### config.mk
export PLATFORM = sky130hd
export DESIGN_NAME = coin_acceptor
export DESIGN_NICKNAME = d
export VERILOG_FILES = /design/src/rtl/coin_acceptor.sv
export SDC_FILE = /design/constraint.sdc
export NUM_CORES = 1
export LEC_CHECK = 0
export CAP_MARGIN = 5
export CORE_MARGIN = 5
export CORE_UTILIZATION = 49
export CTS_CLUSTER_DIAMETER = 80
export DETAILED_ROUTE_END_ITERATION = 12
export GPL_TIMING_DRIVEN = 0
export HOLD_SLACK_MARGIN = 0.02
export PLACE_DENSITY = 0.72
export SYNTH_ARGS = -nofsm -noshare
export SYNTH_HDL_FRONTEND = slang
export SYNTH_SLANG_ARGS = --single-unit
### constraint.sdc
create_clock -name clk -period 1.8 [get_ports clk]
set_clock_uncertainty 0.1 [all_clocks]
set_input_delay 0.36 -clock clk [delete_from_list [all_inputs] [get_ports clk]]
set_output_delay 0.36 -clock clk [all_outputs]
set_load 0.03 [all_outputs]
### src/rtl/coin_acceptor.sv
// Coin-slot front end: synchronises and debounces the 5/10-cent sensors and
// turns each qualified coin into a one-cycle coinin code or a reject pulse.
module coin_acceptor #(
    parameter int DEB_CYCLES = 4,
    parameter int CNT_W      = 8
) (
    input  logic             clk,
    input  logic             rst,
    input  logic             sense5,
    input  logic             sense10,
    input  logic             accept_en,
    output logic [1:0]       coinin,
    output logic             reject,
    output logic [CNT_W-1:0] coin_cnt
);

    typedef enum logic [1:0] {
        IDLE = 2'd0,
        DEB  = 2'd1,
        EMIT = 2'd2,
        REL  = 2'd3
    } state_t;

    localparam logic [7:0] DEB_LAST = 8'(DEB_CYCLES);

    logic [1:0]       sync5_q, sync10_q;
    logic             s5, s10;
    state_t           state_q, state_d;
    logic             kind_q, kind_d;
    logic [7:0]       deb_q, deb_d, deb_inc;
    logic [1:0]       coinin_q, coinin_d;
    logic             reject_q, reject_d;
    logic [CNT_W-1:0] coin_cnt_q, coin_cnt_d;
    logic             qualify;
    logic             lat_hi, oth_hi;

    assign s5  = sync5_q[1];
    assign s10 = sync10_q[1];

    always_ff @(posedge clk or negedge rst) begin
        if (!rst) begin
            sync5_q    <= 2'b00;
            sync10_q   <= 2'b00;
            state_q    <= IDLE;
            kind_q     <= 1'b0;
            deb_q      <= 8'd0;
            coinin_q   <= 2'b00;
            reject_q   <= 1'b0;
            coin_cnt_q <= '0;
        end else begin
            sync5_q    <= {sync5_q[0], sense5};
            sync10_q   <= {sync10_q[0], sense10};
            state_q    <= state_d;
            kind_q     <= kind_d;
            deb_q      <= deb_d;
            coinin_q   <= coinin_d;
            reject_q   <= reject_d;
            coin_cnt_q <= coin_cnt_d;
        end
    end

    // kind: 0 = 5-cent slot latched, 1 = 10-cent slot latched
    always_comb begin
        state_d    = state_q;
        kind_d     = kind_q;
        deb_d      = deb_q;
        coinin_d   = 2'b00;
        reject_d   = 1'b0;
        coin_cnt_d = coin_cnt_q;
        qualify    = 1'b0;
        deb_inc    = deb_q + 8'd1;
        lat_hi     = kind_q ? s10 : s5;
        oth_hi     = kind_q ? s5 : s10;

        unique case (state_q)
            IDLE: begin
                if (s5 && s10) begin
                    state_d  = REL;
                    deb_d    = 8'd0;
                    reject_d = 1'b1;
                end else if (s5 ^ s10) begin
                    kind_d = s10;
                    deb_d  = 8'd1;
                    if (DEB_LAST == 8'd1) qualify = 1'b1;
                    else                  state_d = DEB;
                end
            end
            DEB: begin
                if (oth_hi) begin
                    state_d  = REL;
                    deb_d    = 8'd0;
                    reject_d = 1'b1;
                end else if (!lat_hi) begin
                    state_d = IDLE;
                    deb_d   = 8'd0;
                end else begin
                    deb_d = deb_inc;
                    if (deb_inc == DEB_LAST) qualify = 1'b1;
                end
            end
            EMIT: begin
                state_d = REL;
                deb_d   = 8'd0;
            end
            REL: begin
                if (s5 || s10) begin
                    deb_d = 8'd0;
                end else if (deb_inc == DEB_LAST) begin
                    state_d = IDLE;
                    deb_d   = 8'd0;
                end else begin
                    deb_d = deb_inc;
                end
            end
            default: state_d = IDLE;
        endcase

        // Outputs are registered, so the EMIT-cycle pulse is decided on the edge entering EMIT.
        if (qualify) begin
            state_d = EMIT;
            if (accept_en) begin
                coinin_d = kind_d ? 2'b10 : 2'b01;
                if (coin_cnt_q != {CNT_W{1'b1}}) coin_cnt_d = coin_cnt_q + 1'b1;
            end else begin
                reject_d = 1'b1;
            end
        end
    end

    assign coinin   = coinin_q;
    assign reject   = reject_q;
    assign coin_cnt = coin_cnt_q;

endmodule

======== Yosys cells after proc, flatten, opt, wreduce, memory -nomap -nowiden ========
Cells that the tools add are included.
word-level totals
  bits in registers ....................... 26
cells by class
  add/subtract/negate cells ............... 2
  equality and inequality tests ........... 10
  muxes and demuxes ....................... 32
  bitwise operators ....................... 1
  reductions and logical operators ........ 5
operator list
  kind                 number
  $mux 8               6
  $pmux 8 s4           1
  $mux 2               10
  $add 8x1->8 const B  2
  $mux 1               13
  $ne 3x3->1 const B   3
  $eq 8x3->1 const B   1
  $ne 4x4->1 const B   2
  $ne 8x8->1 const B   1
  $pmux 2 s4           1
  $eq 2x2->1 const B   2
  $reduce_and 4->1     1
  $reduce_and 3->1     1
  $eq 2x1->1 const B   1
  $logic_not 2->1      1
  $pmux 1 s2           1
  $logic_and 1x1->1    1
  $logic_or 1x1->1     1
  $xor 1x1->1          1

======== Logic depth before layout (Yosys ltp) ========
  depth after elaboration ................. 8
  gate-level depth with buffers ........... 7
  depth with buffers taken out ............ 7

======== Least setup slack after synthesis ========
No wires, ideal clock.
  path kind ............................... register -> register
  start ................................... register coin_cnt_q[2] (netlist: coin_cnt[2])
  end ..................................... register coin_cnt_q[1] (netlist: coin_cnt[1])
  setup time .............................. 0.125 ns
  arrival ................................. 1.605 ns
  slack ................................... -0.030 ns
  stages on the path, launching flop included .. 7
  path buffers ............................ 1
  clock period less this slack ............ 1.830 ns
  cell sequence ........................... dfrtp_1 -> and4_1 -> nand4_1 -> and3_1 -> buf_4 -> nand2_2 -> mux2_4
on the way
  word-level cells in the longest chain between the ends .. 2
ends and longest elaborated chain
  item                        line  source
  start, declared             33    logic [CNT_W-1:0] coin_cnt_q, coin_cnt_d;
  start signal, assigned      58    coin_cnt_q <= coin_cnt_d;
  $ne 8x8->1                  123   if (coin_cnt_q != {CNT_W{1'b1}}) coin_cnt_d = coin_cnt_q + 1'b1;
  $reduce_and 3->1 (no line)  n/a
No other way between the ends.
A chain may end at the register's enable or synchronous reset.

======== Final worst setup path ========
  start ................................... register state_q[0]
  end ..................................... register coin_cnt_q[1] (netlist: coin_cnt[1])
on the way
  word-level cells in the longest chain between the ends .. 3
ends and longest elaborated chain
  item                        line  source
  start, declared             28    state_t state_q, state_d;
  start signal, assigned      53    state_q <= state_d;
  $eq 2x1->1                  75    unique case (state_q)
  $mux 1                      75
  $reduce_and 3->1 (no line)  n/a
No other way between the ends.

==> impl_metrics.tcl <==
set metrics [dict create \
    yosys.area_share.adder 0.0466 \
    htree_num_levels 1 \
    synthTopCellsByArea "dfrtp_1, xnor2_1, ha_1, and3_1, nor2_1" \
    cp.arrival_ps 1920 \
    synth_top_family_by_area "simple AND/OR/NAND/NOR gates" \
    required_ps 1920 \
    finalPower_w 0.00153 \
    synth_edf_count 0 \
    syn_area_um2 1340 \
    start_util 0.499 \
    layout-drive-gt1-share 0.294 \
    wirelength_mm 2.93 \
    yosysWarnings 0 \
    path_class "flip-flop to flip-flop" \
    drt_iter0_drc 54 \
    die_w_um 62.3 \
    cp-end-kind "flip-flop" \
    min_period_over_period 0.998 \
    finalMaxSlewViolations 0 \
    grt_max_degree 27 \
    dieArea_um2 3880 \
    grt_overflow 0 \
    clock-sinks 26 \
    cp_max_fo 10 \
    final-hold-violation-count 0 \
    yosys.area.top_type "dfrtp_1" \
    num-nets-final 174 \
    hold_class "input port to asynchronous set/reset pin" \
    cp_slowest_cell "dfrtp_1" \
    drc_errors 0 \
    ys.flop_type "dfrtp_1" \
    die-height_um 62.3 \
    tightest_slew_ps 472 \
    dp_hpwl_mm 1.93 \
    outcome "finished clean" \
    grt_pass1_vias 1074 \
    yosys.cell_types.count 39 \
    yosys.area_share.simple 0.223 \
    slew-limit-headroom 0.684 \
    muxShareOfSynthArea 0.0261 \
    power.density_nw_per_um2 863 \
    regToRegSetupSlack_ps 4 \
    cts_made_buffers 3 \
    max_freq_ghz 0.557 \
    yosysTopAreaCellShare 0.485 \
    maxCapViolations 0 \
    vias_per_cell 5.72 \
    setup_viol 0 \
    vias 1109 \
    timing.final.crit_period_ps 1800 \
    synth-xor-area-share 0.0522 \
    rows 19 \
    synth_compound_area_frac 0.134 \
    ioPinCount 16 \
    critical_path_buf_inv_count 2 \
    insertion_delay_ps 320 \
    num_antenna_cells 0 \
    grt.total_usage 0.160 \
    critical_path.max_stage_delay_ps 370 \
    gp_congestion 0.805 \
    coreArea_um2 2690 \
    wl_per_cell_um 15.1 \
    start_kind "flip-flop" \
    clockRootBuffer "clkbuf_4" \
    grt_pass1_wl_mm 5.03 \
    ys_seq_elements 26 \
    fin_util 0.660 \
    area_delta_synth_final_pct 32.1 \
    synth_nets 141 \
    path_cells "buf_2 -> nor2b_1 -> o21a_1 -> and3_4 -> buf_6 -> nand2_4 -> mux2_4" \
    crit_family "simple AND/OR/NAND/NOR gates" \
    drt_pass1_iterations 4 \
    clkSlewWorstSetupHoldPaths_ps 140 \
    ant_nets 0 \
    async_flop_share 1.00 \
    leakage_nw 0.839 \
    portBuffers 15 \
    postSynthCellCount 131 \
    tns_ps 0 \
    clk_path_buf_depth 2 \
    finalHoldWorstSlack_ps 213 \
    yosysSeqAreaShare 0.485 \
    peakVddDrop_uv 577 \
    avgSynthCellArea_um2 10.2 \
    cts_tree "built" \
    grt_antenna_before_repair 0 \
    rsz0062_at_grt "yes" \
]
[routing by layer]
layer | part of all wire | track usage | vias to the layer above
li1 | - | - | 533
met1 | 0.43 | 0.202 | 542
met2 | 0.50 | 0.258 | 28
met3 | 0.045 | 0.0396 | 6
met4 | 0.020 | 0.0690 | 0
met5 | 0 | 0 | -
[report_power, final]
group	internal, W	leakage [nW]	switching (W)
clock	0.0000867	0.0150	0.000169
sequential	0.000648	0.328	0.0000820
combinational	0.000274	0.496	0.000270
[through the flow]
step | instances | setup slack [ps] | instance area [um^2]
after floorplan | 131 | 0.739 | 1350
after global placement | 177 | -196 | 1540
after detailed placement | 177 | -238 | 1540
after CTS | 183 | -36.3 | 1600
after global routing | 194 | -79.9 | 1770
final | 194 | 4.33 | 1770
[kinds of logic after synthesis]
family / after synthesis
adder cells (fa/ha/maj): 5
buffers and inverters: 10
XOR/XNOR: 8
AND/OR/NAND/NOR: 54
flip-flops: 26
multiplexers: 3
AO/OA/AOI/OAI: 25
[flip-flops by register name, indices dropped and copies added (netlist names)]
name,count
kind_q,1
deb_q,8
sync5_q,2
sync10_q,2
state_q,2
coinin,2
reject,1
coin_cnt,8
[synth_stat cells, types with 3 or more instances]
library cell	number
and3_1	8
dfrtp_1	26
xnor2_1	8
inv_1	5
nand4_1	5
nand2_1	8
nor2b_1	3
o21ai_0	5
ha_1	5
nand3_1	7
nor2_1	10
a21oi_1	7
[final timing paths]
kind / from / end / depth (start not counted)
worst min-delay path: rst / deb_q[7]$_DFFE_PN0P_ / 1
min in group clk: sync5_q[0]$_DFF_PN0_ / sync5_q[1]$_DFF_PN0_ / 0
worst max register to register: state_q[0]$_DFFE_PN0P_ / coin_cnt[1]$_DFFE_PN0P_ / 7
max in group asynchronous: rst / sync5_q[1]$_DFF_PN0_ / 2
worst max-delay path: state_q[0]$_DFFE_PN0P_ / coin_cnt[1]$_DFFE_PN0P_ / 7
worst min register to register: sync5_q[0]$_DFF_PN0_ / sync5_q[1]$_DFF_PN0_ / 0
[placed cells by master (no fill, tap or decap), types with 4 or more instances in the layout]
cell type        instances
nor2_1                  10
inv_1                    5
xnor2_1                  8
buf_6                    5
nand4_1                  5
o21ai_0                  4
and3_1                   7
buf_4                   10
clkdlybuf4s50_1          4
dfrtp_1                 17
dlygate4sd2_1           11
nand2_1                  7
a21oi_1                  6
nand3_1                  5
dfrtp_2                  9
[area by class of cell]
| class | instances | area, um^2 |
|---|---|---|
| inverters | 5 | 18.8 |
| clock buffers | 4 | 26.3 |
| well taps | 31 | 38.8 |
| flip-flops and latches | 26 | 662 |
| repair buffers | 29 | 273 |
| plain buffers | 4 | 31.3 |
| fillers | 200 | 915 |
| multi-input cells | 95 | 722 |
[worst reg2reg max path, cell delays in order (launching register included)]
cell,delay (ps)
dfrtp_1,370
buf_2,230
nor2b_1,200
o21a_1,160
and3_4,180
buf_6,120
nand2_4,60
mux2_4,290
[timing repair]
action | in CTS | in global routing
hold buffers | 0 | 0
setup buffers | 3 | 10
gates resized for setup | 20 | 21
pin swaps | 2 | 13
setup endpoints to repair | 26 | 17
No activity file was read; power rests on OpenSTA's default activity.
